===== config.mk =====
export PLATFORM = sky130hd
export DESIGN_NAME = miner_result_fifo
export DESIGN_NICKNAME = d
export VERILOG_FILES = /design/src/rtl/miner_result_fifo.sv
export SDC_FILE = /design/constraint.sdc
export NUM_CORES = 2
export LEC_CHECK = 0
export BUFFER_PORTS_ARGS = -buffer_cell sky130_fd_sc_hd__buf_4
export CORE_MARGIN = 3
export CORE_UTILIZATION = 30
export DETAILED_ROUTE_END_ITERATION = 6
export PLACE_DENSITY = 0.54
export SYNTH_ARGS = -nofsm -noshare
export SYNTH_HDL_FRONTEND = slang
export SYNTH_SLANG_ARGS = --single-unit
export TNS_END_PERCENT = 100

===== constraint.sdc =====
create_clock -name Clk -period 43.8 [get_ports Clk]
set_input_delay 6.57 -clock Clk [delete_from_list [all_inputs] [get_ports Clk]]
set_output_delay 6.57 -clock Clk [all_outputs]
set_load 0.03 [all_outputs]

===== src/rtl/miner_result_fifo.sv =====
// -----------------------------------------------------------------------------
// miner_result_fifo
//
// Purpose:
//   Buffers winning mining results (hash-counter snapshot, nonce, hash) that
//   arrive as single-cycle pulses from the miner top level. Up to DEPTH results
//   are held until software drains them one 32-bit word at a time. A level
//   interrupt stays high while anything is pending or a result was dropped.
//
// Entry layout (one row of storage):
//   word 0                      : HashCounter_I
//   words 1 .. NONCE_WORDS      : Nonce_I[0..NONCE_WORDS-1]
//   following HASH_WORDS words  : Hash_I[0..HASH_WORDS-1]
//   last word (optional)        : free-running cycle timestamp
//
// Optional feature macro:
//   MINER_RESULT_TIMESTAMP_EN - adds a 32-bit free-running cycle counter
//   (reset by Rst only) whose value in the push cycle is stored as an extra
//   trailing word, making each entry 16 words long.
//
// Ports:
//   Clk, Rst        clock, synchronous active-high reset
//   Clear_I         flush FIFO, overflow flag and drop counter (new job)
//   VldNonce_I      one-cycle pulse, result inputs valid this cycle
//   Nonce_I         winning nonce words, word 0 least significant
//   Hash_I          winning hash words, word 0 least significant
//   HashCounter_I   running hash count snapshot
//   RdReq_I         consume the current read word
//   RdData_O        current read word (0 when empty)
//   RdVld_O         RdData_O is valid (FIFO not empty)
//   WordIdx_O       index of current word within its entry
//   Count_O         number of stored entries
//   Empty_O/Full_O  occupancy flags
//   Overflow_O      sticky, a result was dropped
//   DropCnt_O       dropped-result count, saturating at 255
//   Irq_O           level interrupt: pending data or overflow
// -----------------------------------------------------------------------------
module miner_result_fifo #(
    parameter int DEPTH       = 4,
    parameter int PTR_WIDTH   = 2,
    parameter int NONCE_WORDS = 6,
    parameter int HASH_WORDS  = 8
) (
    input  logic                              Clk,
    input  logic                              Rst,
    input  logic                              Clear_I,
    input  logic                              VldNonce_I,
    input  logic [NONCE_WORDS-1:0][31:0]      Nonce_I,
    input  logic [HASH_WORDS-1:0][31:0]       Hash_I,
    input  logic [31:0]                       HashCounter_I,
    input  logic                              RdReq_I,
    output logic [31:0]                       RdData_O,
    output logic                              RdVld_O,
    output logic [3:0]                        WordIdx_O,
    output logic [PTR_WIDTH:0]                Count_O,
    output logic                              Empty_O,
    output logic                              Full_O,
    output logic                              Overflow_O,
    output logic [7:0]                        DropCnt_O,
    output logic                              Irq_O
);

`ifdef MINER_RESULT_TIMESTAMP_EN
    localparam int ENTRY_WORDS = 1 + NONCE_WORDS + HASH_WORDS + 1;
`else
    localparam int ENTRY_WORDS = 1 + NONCE_WORDS + HASH_WORDS;
`endif
    localparam int NONCE_BASE = 1;
    localparam int HASH_BASE  = 1 + NONCE_WORDS;

    localparam logic [3:0]         LAST_WORD = 4'(ENTRY_WORDS - 1);
    localparam logic [PTR_WIDTH:0] DEPTH_CNT = (PTR_WIDTH + 1)'(DEPTH);

    // Storage: one full entry per row, written in a single cycle.
    logic [ENTRY_WORDS-1:0][31:0] mem_reg [DEPTH];
    logic [ENTRY_WORDS-1:0][31:0] entry_next;
    logic [ENTRY_WORDS-1:0][31:0] rd_entry;

    logic [PTR_WIDTH-1:0] wr_ptr_reg;
    logic [PTR_WIDTH-1:0] rd_ptr_reg;
    logic [3:0]           word_idx_reg;
    logic [PTR_WIDTH:0]   count_reg;
    logic                 overflow_reg;
    logic [7:0]           drop_cnt_reg;

    logic empty;
    logic full;
    logic rd_fire;
    logic pop;
    logic push_ok;
    logic drop;

    // -------------------------------------------------------------------------
    // Entry assembly
    // -------------------------------------------------------------------------
    assign entry_next[0] = HashCounter_I;

    generate
        for (genvar gi = 0; gi < NONCE_WORDS; gi++) begin : g_nonce
            assign entry_next[NONCE_BASE + gi] = Nonce_I[gi];
        end
        for (genvar gi = 0; gi < HASH_WORDS; gi++) begin : g_hash
            assign entry_next[HASH_BASE + gi] = Hash_I[gi];
        end
    endgenerate

`ifdef MINER_RESULT_TIMESTAMP_EN
    // Free-running cycle counter; deliberately not cleared by Clear_I so
    // timestamps stay monotonic across mining jobs.
    logic [31:0] ts_reg;

    always_ff @(posedge Clk) begin
        if (Rst) begin
            ts_reg <= '0;
        end else begin
            ts_reg <= ts_reg + 32'd1;
        end
    end

    assign entry_next[ENTRY_WORDS-1] = ts_reg;
`endif

    // -------------------------------------------------------------------------
    // Handshake decode
    // -------------------------------------------------------------------------
    assign empty   = (count_reg == '0);
    assign full    = (count_reg == DEPTH_CNT);
    assign rd_fire = RdReq_I && !empty;
    assign pop     = rd_fire && (word_idx_reg == LAST_WORD);
    // A pop of the last word frees a slot, so a push in the same cycle is
    // accepted even when the FIFO is full.
    assign push_ok = VldNonce_I && !Clear_I && (!full || pop);
    assign drop    = VldNonce_I && !Clear_I && full && !pop;

    // -------------------------------------------------------------------------
    // Storage write (contents need no reset)
    // -------------------------------------------------------------------------
    always_ff @(posedge Clk) begin
        if (push_ok && !Rst) begin
            mem_reg[wr_ptr_reg] <= entry_next;
        end
    end

    // -------------------------------------------------------------------------
    // Pointers, occupancy and drop accounting
    // -------------------------------------------------------------------------
    always_ff @(posedge Clk) begin
        if (Rst || Clear_I) begin
            wr_ptr_reg   <= '0;
            rd_ptr_reg   <= '0;
            word_idx_reg <= '0;
            count_reg    <= '0;
            overflow_reg <= 1'b0;
            drop_cnt_reg <= '0;
        end else begin
            if (rd_fire) begin
                if (pop) begin
                    word_idx_reg <= '0;
                    rd_ptr_reg   <= rd_ptr_reg + 1'b1;
                end else begin
                    word_idx_reg <= word_idx_reg + 4'd1;
                end
            end

            if (push_ok) begin
                wr_ptr_reg <= wr_ptr_reg + 1'b1;
            end

            case ({push_ok, pop})
                2'b10:   count_reg <= count_reg + 1'b1;
                2'b01:   count_reg <= count_reg - 1'b1;
                default: count_reg <= count_reg;
            endcase

            if (drop) begin
                overflow_reg <= 1'b1;
                if (drop_cnt_reg != 8'hFF) begin
                    drop_cnt_reg <= drop_cnt_reg + 8'd1;
                end
            end
        end
    end

    // -------------------------------------------------------------------------
    // Read port and status
    // -------------------------------------------------------------------------
    assign rd_entry   = mem_reg[rd_ptr_reg];
    // Forced to zero when empty so stale storage never leaks to software.
    assign RdData_O   = empty ? 32'd0 : rd_entry[word_idx_reg];
    assign RdVld_O    = !empty;
    assign WordIdx_O  = word_idx_reg;
    assign Count_O    = count_reg;
    assign Empty_O    = empty;
    assign Full_O     = full;
    assign Overflow_O = overflow_reg;
    assign DropCnt_O  = drop_cnt_reg;
    assign Irq_O      = !empty || overflow_reg;

endmodule


==> impl_metrics.py <==
metrics = {
    "die": {
        "rows": 181,
        "dieArea_um2": 253000,
        "die_h_um": 503,
        "dieWidth_um": 503,
        "core_area_um2": 245000,
        "ioPinCount": 537,
        "initial_core_util_pct": 30.3,
    },
    "routing": {
        "drc_errors": 0,
        "first_iter_violations": 2953,
        "dr.pass1.iters": 5,
        "via_count": 36600,
        "wl_met3_um": 19100,
        "drtAntennaViolNets": 0,
        "vias_per_cell": 4.93,
        "wl_per_cell_um": 28.4,
        "drt-met1-wl_um": 86800,
        "highest_layer": "met5",
        "wl_um": 211000,
        "wl_met2_um": 99200,
    },
    "power_and_ir_drop": {
        "p_leak_nw": 27.4,
        "powerDensity_nw_per_um2": 43.8,
        "power_mw": 3.89,
        "vdd.ir_drop.worst_v": 0.0000501,
    },
    "place": {
        "place.port_buffers": 536,
        "dp_cells": 6997,
        "finalWeightedCongestion": 0.753,
        "dpl.hpwl_um": 135000,
    },
    "critical_path": {
        "crit_arrival_ps": 5810,
        "cp.required_ps": 37230,
        "crit_fanout": 130,
        "critPathKind": "reg -> out",
        "end_kind": "primary output",
        "start_kind": "flip-flop",
        "regToRegSetupSlack_ps": 36740,
    },
    "sta": {
        "worst_pin_slew_ps": 1220,
        "setup_viol": 0,
        "fin_skew_ps": 55.8,
        "timing.fmax_mhz": 80.8,
        "finalHoldViolCount": 0,
        "slew_violations": 0,
        "period_minus_slack_ps": 12380,
        "fin_crit_sh_pct": 28.3,
        "slew_headroom_pct": 18.9,
        "rsz0062_at_grt": "false",
        "fin_setup_tns_ps": 0,
        "timing.hold.ws_ps": 486,
    },
    "min_path": {
        "hp-class": "reg -> reg",
    },
    "global_route": {
        "grt_start_max_net_pins": 131,
        "grt_pass1_wl_um": 294000,
        "grt.overflow.total": 0,
        "gr-usage-all-layers_pct": 16.4,
        "grt_pass1_vias": 37700,
        "antenna_found_initial": 123,
    },
    "synthesis": {
        "synth_fa_ha_area_share_pct": 0.145,
        "synth_compound_area_share_pct": 4.54,
        "ys_async_sr_fraction_pct": 0,
        "synthTopCellsByArea": "edfxtp_1, mux4_2, mux2i_1",
        "synth_top_family_by_area": "multiplexers",
        "syn_avg_cell_area_um2": 21.9,
        "netlist.area_leader.share_pct": 77.8,
        "synth_simple_gate_area_share_pct": 1.05,
        "synth_edf_count": 1920,
        "synthFlopType": "edfxtp_1",
        "synth_xor_area_share_pct": 0.142,
        "synth.net_count": 3878,
        "muxShareOfSynthArea_pct": 14.3,
        "postSynthCellCount": 3385,
        "yosys.area.top_type": "edfxtp_1",
        "ys_warn_count": 0,
        "yosysUniqueCellTypes": 50,
        "synth_area_um2": 74100,
        "seq_area_frac_synth_pct": 78.4,
        "ys_ff_latch": 1942,
    },
    "clock_tree": {
        "insertion_delay_ps": 870,
        "cts_max_level": 4,
        "cts_sinks": 1942,
        "postCtsSetupBuffers": 0,
        "clk_pin_slew_ps": 60,
        "cts_resized": 0,
        "clockBufferDepth": 3,
        "cts-hold-fix-buffers": 0,
        "cts_tree": "done",
        "cts_buffers": 206,
        "cts-root-buf": "clkbuf_16",
    },
    "layout": {
        "nFillCells": 22400,
        "regArea_um2": 58100,
        "area_growth_pct": 19.7,
        "final_cells": 7437,
        "final_nets": 4496,
        "largest_reg_flops": 1920,
        "multi_input_area_um2": 15000,
        "drive_above_1_share_pct": 31.9,
    },
    "status": {
        "status": "finished, final reports clean",
    },
    "run": {
        "max_cap_viol_count": 0,
    },
}
==> stage by stage <==
stage / util (%) / worst slack (ps) / area (µm²)
2_1_floorplan: - / 24610 / 74100
3_5_place_dp: 33.5 / 31940 / 81900
4_1_cts: 36.2 / 31020 / 88600
6_report: 36.3 / 31420 / 88800
3_3_place_gp: 33.5 / 32010 / 81900
5_1_grt: 36.2 / 31020 / 88700
==> area by class of cell <==
type	count	share of cell area, %
diodes	59	0.166
clock buffers	245	5.97
clock inverters	136	1.64
inverters	10	0.0423
multi-input cells	1229	16.9
flip-flops and latches	1942	65.5
well taps	3202	4.51
repair buffers	614	5.29
==> synth_stat cells, drive strengths merged, types with 2 or more instances <==
master and n:
edfxtp 1920, mux4 360, mux2i 193, buf 115
a211oi 105, o22ai 96, clkbuf 89, a22o 56
a21oi 53, a22oi 48, mux2 48, nand2 43
nor2b 35, o311ai 25, nor2 24, o221ai 24
dfxtp 22, nand2b 11, nor3 11, xnor2 11
inv 10, o2111ai 9, o211ai 9, a211o 8
o22a 8, o31ai 8, and2 7, ha 7
o21ai 7, nand3 3, nand3b 3, or3b 3
and4 2, nor4 2, or2 2, or3 2
==> final timing paths <==
kind                start               to  depth (start not counted)
min reg2reg    Overflow_O       Overflow_O                          2
min            Overflow_O       Overflow_O                          2
max reg2reg  WordIdx_O[2]  mem_reg[2][463]                         10
max             flip-flop      RdData_O[2]                         10
==> cells by family (layout without fill, tap and decap cells) <==
group	Yosys count	count (layout)
adders and majority gates	8	8
other	0	59
xor gates and xnor gates	12	12
and+or+nand+nor	150	150
AOI/OAI and AO/OA	458	458
muxes	601	601
buffers and inverters	214	1005
DFF	1942	1942
==> critical path, stage by stage, from the launching register on <==
cell and delay [ps]:
dfxtp_4 510, buf_12 400, buf_12 630, buf_4 680
mux4_2 410, a22o_1 240, a211oi_1 720, a21oi_1 400
buf_4 260, a22o_1 210, buf_4 180
==> cells in the final DEF (no fill, tap or decap), drive strengths merged, types with 17 or more instances in the layout <==
cell type and count:
a211oi 105, a21oi 53, a22o 56, a22oi 48, buf 614, bufinv 20
clkbuf 245, clkinv 104, dfxtp 22, diode 59, edfxtp 1920, inv 17
mux2 48, mux2i 193, mux4 360, nand2 43, nor2 24, nor2b 35
o221ai 24, o22ai 96, o311ai 25
==> layer usage <==
metal | global-route usage [%] | up-vias
met3 | 6.52 | 350
met2 | 25.2 | 1180
li1 | - | 15700
met5 | 0 | -
met1 | 21.0 | 19300
met4 | 5.86 | 92
==> where the power goes <==
group / internal [mW] / total (mW) / switching (mW) / leakage, nW
clock: 0.988 / 1.73 / 0.738 / 3.27
combinational: 0.0445 / 0.0987 / 0.0542 / 6.66
sequential: 2.06 / 2.06 / 0.00375 / 17.5
No activity file was read; power rests on OpenSTA's default activity.
